--- config.mk ---
export PLATFORM = sky130hd
export DESIGN_NAME = onehot_phase_decoder
export DESIGN_NICKNAME = d
export VERILOG_FILES = /design/src/rtl/onehot_phase_decoder.sv
export SDC_FILE = /design/constraint.sdc
export NUM_CORES = 1
export LEC_CHECK = 0
export ABC_AREA = 1
export ABC_CLOCK_PERIOD_IN_PS = 1500
export BUFFER_PORTS_ARGS = -buffer_cell sky130_fd_sc_hd__buf_2
export CELL_PAD_IN_SITES_DETAIL_PLACEMENT = 2
export CELL_PAD_IN_SITES_GLOBAL_PLACEMENT = 2
export CORE_UTILIZATION = 19
export CTS_CLUSTER_SIZE = 20
export DETAILED_ROUTE_END_ITERATION = 8
export PLACE_DENSITY = 0.75
export SLEW_MARGIN = 20
export SYNTH_ARGS = -nofsm -noshare
export SYNTH_HDL_FRONTEND = slang
export SYNTH_SLANG_ARGS = --single-unit
--- constraint.sdc ---
create_clock -name clk -period 1.5 [get_ports clk]
set_input_delay 0.075 -clock clk [delete_from_list [all_inputs] [get_ports clk]]
set_output_delay 0.075 -clock clk [all_outputs]
set_load 0.01 [all_outputs]
--- src/rtl/onehot_phase_decoder.sv ---
// Registered phase index with step/jump control and a one-hot phase decode.
// Advancing past LAST wraps to 0; loads beyond LAST park the index at 0 and flag err.
module onehot_phase_decoder #(
    parameter  int SEL_W   = 3,
    parameter  int LAST    = 4,
    parameter  int RST_IDX = 0,
    localparam int OUT_W   = 2**SEL_W
) (
    input  logic             clk,
    input  logic             reset,
    input  logic             en,
    input  logic             load,
    input  logic [SEL_W-1:0] sel,
    input  logic             adv,
    output logic [OUT_W-1:0] phase,
    output logic [SEL_W-1:0] idx,
    output logic             wrap,
    output logic             err
);

    localparam logic [SEL_W-1:0] LAST_C = LAST[SEL_W-1:0];
    localparam logic [SEL_W-1:0] RST_C  = RST_IDX[SEL_W-1:0];
    localparam logic [SEL_W-1:0] ZERO_C = {SEL_W{1'b0}};
    localparam logic [SEL_W-1:0] INC_C  = {{(SEL_W-1){1'b0}}, 1'b1};
    localparam logic [OUT_W-1:0] ONE_C  = {{(OUT_W-1){1'b0}}, 1'b1};

    logic [SEL_W-1:0] r_idx;
    logic             r_wrap;
    logic             r_err;
    logic [SEL_W-1:0] w_idx_nxt;
    logic             w_wrap_nxt;
    logic             w_err_nxt;

    // Next-state selection: en gates everything, load outranks adv.
    always_comb begin
        w_idx_nxt  = r_idx;
        w_wrap_nxt = 1'b0;
        w_err_nxt  = 1'b0;
        if (!en) begin
            w_idx_nxt = r_idx;
        end else if (load) begin
            if (sel > LAST_C) begin
                w_idx_nxt = ZERO_C;
                w_err_nxt = 1'b1;
            end else begin
                w_idx_nxt = sel;
            end
        end else if (adv) begin
            if (r_idx == LAST_C) begin
                w_idx_nxt  = ZERO_C;
                w_wrap_nxt = 1'b1;
            end else begin
                w_idx_nxt = r_idx + INC_C;
            end
        end else begin
            w_idx_nxt = r_idx;
        end
    end

    // State and pulse registers with synchronous reset.
    always_ff @(posedge clk) begin
        if (reset) begin
            r_idx  <= RST_C;
            r_wrap <= 1'b0;
            r_err  <= 1'b0;
        end else begin
            r_idx  <= w_idx_nxt;
            r_wrap <= w_wrap_nxt;
            r_err  <= w_err_nxt;
        end
    end

    assign phase = ONE_C << r_idx;
    assign idx   = r_idx;
    assign wrap  = r_wrap;
    assign err   = r_err;

endmodule
== Word level (Yosys, flattened, before mapping) ==
Cells that the tools add are included.

* Register bits: 5
* Logic and storage cells: 20
* Input bits: 8

* Eq/ne operators: 1
* Reductions and logical operators: 4
* Shift operators: 1
* Order comparisons: 1
* Muxes and demuxes: 6
* Add/sub/neg operators: 1
* Bitwise operators: 3

{| class="wikitable"
|+ Operators by type and width
! cell !! count
|-
| 3-bit 2-to-1 mux || 4
|-
| 1-bit by 3-bit left shift with 8-bit output (first input constant) || 1
|-
| 4-bit OR reduction || 1
|-
| 3-bit by 1-bit adder with 3-bit output (second input constant) || 1
|-
| 3-bit equality test (second input constant) || 1
|-
| 3-bit > comparator (second input constant) || 1
|-
| 1-bit inverter || 3
|-
| 3-bit OR reduction || 1
|-
| 1-bit 2-to-1 mux || 2
|-
| 2-bit AND reduction || 1
|-
| 2-bit nonzero test || 1
|}

== Logic depth before layout (Yosys ltp) ==
* Word-level depth: 4
* Gate-level depth with buffers: 7

== Worst setup path after synthesis ==
OpenSTA, ideal clock, no wires.

* Path type: register -> register
* From: register r_idx[2] (netlist: idx[2])
* To: register r_idx[2] (netlist: idx[2])
* Setup time: 0.064 ns
* Buffers on the path: 1
* Path slack: 0.325 ns
* Data arrival time: 1.111 ns
* Stages on the path, launching flop included: 7
* Period minus slack after synthesis: 1.175 ns
* Cells stage by stage: dfxtp_1 -> clkbuf_2 -> inv_1 -> ha_1 -> nor2_1 -> nor2_1 -> nor2_1

* Word-level cells in the longest chain between the ends: 4
* Elaborated cells on any way between the ends: 5
* Classes of those cells: add/sub (1); eq/ne (1); mux (3)

{| class="wikitable"
|+ RTL lines
! element !! RTL line !! source
|-
| start, declared || 27 || <nowiki>logic [SEL_W-1:0] r_idx;</nowiki>
|-
| start signal, assigned || 67 || <nowiki>r_idx <= w_idx_nxt;</nowiki>
|-
| 3-bit by 1-bit adder with 3-bit output / 3-bit equality test (equally long branches) || 53, 49 ||
|-
| 3-bit 2-to-1 mux * || 49 || <nowiki>if (r_idx == LAST_C) begin</nowiki>
|-
| 3-bit 2-to-1 mux * || 48 || <nowiki>end else if (adv) begin</nowiki>
|-
| 3-bit 2-to-1 mux * || 41 || <nowiki>end else if (load) begin</nowiki>
|}

Every way passes the cells marked *; elsewhere a longest branch is shown, timed or not. The select of a mux whose other input is x is not followed.
A chain may end at the register's enable or synchronous reset.

== Worst setup path in the final report ==
* From: register r_idx[0] (netlist: idx[0])
* To: output port phase[4]

* Word-level cells in the longest chain between the ends: 1

{| class="wikitable"
|+ RTL lines
! element !! RTL line !! source
|-
| 1-bit by 3-bit left shift with 8-bit output || 73 || <nowiki>assign phase = ONE_C << r_idx;</nowiki>
|-
| end, declared || 15 || <nowiki>output logic [OUT_W-1:0] phase,</nowiki>
|}

Every way passes these cells.

==> summary.txt <==
Outcome: completed
Root Driver: clkbuf_4
Syn Area/Cell: 6.426 um^2
Critical path class: reg -> out
Critical path peak fanout: 5
Hpwl dp: 913 um
CP Data Arrival Time: 1.27 ns
First-pass GRT wire length: 1662 um
Via-per-instance ratio: 4.028
Tcrit/Tclk final: 89.67%
Fillers: 244
Detailed-route wire length: 1059 um
Most frequent cells in the layout: buf_2, inv_1, nor2_1, nand2_1, ha_1
# hold bufs at CTS: 0
Clk network pwr share: 37.5%
Launching point of the worst reg2reg path: idx[0]$_SDFFE_PP0P_
Initial antenna violation count: 0
Share of the synthesized area in the top cell type: 26.40%
Final Slew Violations: 0
CP startpoint: idx[0]$_SDFFE_PP0P_
Maximum Capacitance Violations: 0
Standard-cell rows: 15
Total track usage: 11.39%
Final setup fails: 0
Max IR drop VDD: 0.2876 mV
Core outline area: 0.001802 mm^2
Internal power: 291.7 uW
Seq/Total Area, Yosys: 26.40%
Skew final: 0.002597 ns
Layout Nets: 98
FMAX: 743.5 MHz
FF+latch area: 100.1 um^2
Worst-Skew Late Latency: 0.25 ns
Slew HR: 84.62%
Synth Warn #: 0
Sw Pwr: 145.0 uW
Worst Setup End Kind: output pin
Via count: 435
Combinational share of power: 27.9%
Largest net degree at the start of global routing: 7
Initial core utilization: 21.04%
DR DRC count: 0
CTS buffer count: 3
Hold Fails Final Rpt: 0
Antenna Nets Post-Route: 0
Cell taking the most area after synthesis: dfxtp_1
Vias in the first global route: 425
Iter 0 DRT Violations: 0
Final hold slack: 0.02603 ns
RSZ-0062 raised after global routing: false
Worst r2r dst: idx[1]$_SDFFE_PP0P_
Cell Pwr Density: 809.8 mW/mm^2
Critical Path RT: 1.42 ns
WL/cell: 9.806 um
Chip height: 46.67 um
Layout cell share with drive strength beyond 1: 31.33%
Layout area overhead: 42.24%
Min-Delay Endpoint: wrap$_SDFF_PP0_
Min-delay worst type: in -> reg
Resized cells post-CTS: 0
Commonest non-fill, non-tap cell in the layout: buf_2
Syn Nets: 73
Leakage: 0.3518 nW
Multi-input logic area: 221.5 um^2
Ant diodes: 0
Mapped cell area: 379.1 um^2
Worst hold start: reset
Post-synth cell types: 11
Post-CTS Repair Setup Buffers: 0
Top cells by area, synth: dfxtp_1, ha_1, inv_1
Fin crit period: 1.345 ns
Sequential Power Share: 34.6%
Global placement routability congestion: 0.7176
Die area: 0.002178 mm^2
I/O Buffers: 20
Tot Pwr: 436.7 uW
Die width: 46.67 um
Pre-antenna DRT Iters: 1
Grt ovf: 0
R2R Setup Slk: 0.32 ns
Worst-margin pin slew: 0.2286 ns
CTS sink cnt: 5
TritonCTS clock tree: yes
Worst-case clock buffer depth: 2
Post-Synthesis Cells: 59
CTS H-tree lvls: 1
Worst R2R Path Depth: 6
Io pins: 21
Sw frac: 33.21%
Setup TNS: 0 ns
Clk slew on worst S/H paths: 0.05 ns
Crit start category: register
Hold-critical path depth: 2
Register bit total from synthesis: 5
per-stage QoR:
step / cell area [um^2] / setup slack, ns / std cells / util [%]
after floorplan: 379.1 / 0.3249 / 59 / -
after global placement: 513.0 / 0.3568 / 104 / 28.47
after detailed placement: 513.0 / 0.3192 / 104 / 28.47
after CTS: 539.3 / 0.1296 / 108 / 29.93
after global routing: 539.3 / 0.06019 / 108 / 29.93
final: 539.3 / 0.1549 / 108 / 29.93
state kept, by name, indices dropped and copies added, names as in the netlist:
name  count
idx       3
err       1
wrap      1
final cells by class:
type                            instances  area share, %
Sequential cell                         5          18.56
Inverter                               14          9.745
Multi-Input combinational cell         39          41.07
Clock buffer                            4          4.872
Tap cell                               25          5.800
Timing Repair Buffer                   21          19.95
worst max-delay path by stage:
stage | slack [ns] | endpoint | cells past startpoint
6_report | 0.15 | phase[4] | 5
5_1_grt | 0.06 | phase[4] | 5
4_1_cts | 0.13 | phase[4] | 5
3_5_place_dp | 0.32 | idx[1]$_SDFFE_PP0P_ | 7
3_3_place_gp | 0.36 | idx[1]$_SDFFE_PP0P_ | 7
2_1_floorplan | 0.32 | idx[2]$_SDFFE_PP0P_ | 6
power groups by stage:
stage	clock (mW)	combinational, mW	sequential, mW
CTS	0.172	0.126	0.151
finish	0.164	0.122	0.151
floorplan	0	0.0714	0.154
global placement	0	0.119	0.153
detailed placement	0	0.124	0.154
global route	0.174	0.140	0.152
Yosys cell counts:
library cell / n
clkbuf_2: 1
dfxtp_1: 5
ha_1: 6
inv_1: 14
nand2_1: 11
nand2_2: 1
nand2_4: 1
nand3_1: 3
nor2_1: 12
nor4_1: 2
o21ai_0: 3
logic make-up after synthesis:
family                     count (synthesis)  share of synthesized area, %
AOI/OAI and AO/OA                          3                         3.959
DFF                                        5                         26.40
buffers and inverters                     15                         15.18
adders and majority gates                  6                         19.80
and+or+nand+nor                           30                         34.65
worst max-delay path: stages, from the launching register on:
cell and delay, ns:
dfxtp_1 0.38, inv_1 0.10, ha_1 0.25, nand2_4 0.10, inv_1 0.05, buf_2 0.13
per-layer routing:
metal | track usage [%] | wire (um) | up-vias
met1 | 10.90 | 433 | 192
met3 | 2.745 | 70 | 2
met4 | 8.571 | 21 | 0
li1 | - | - | 222
met5 | 0 | 0 | -
met2 | 20.56 | 533 | 19
Power figures use the tool's default switching activity.
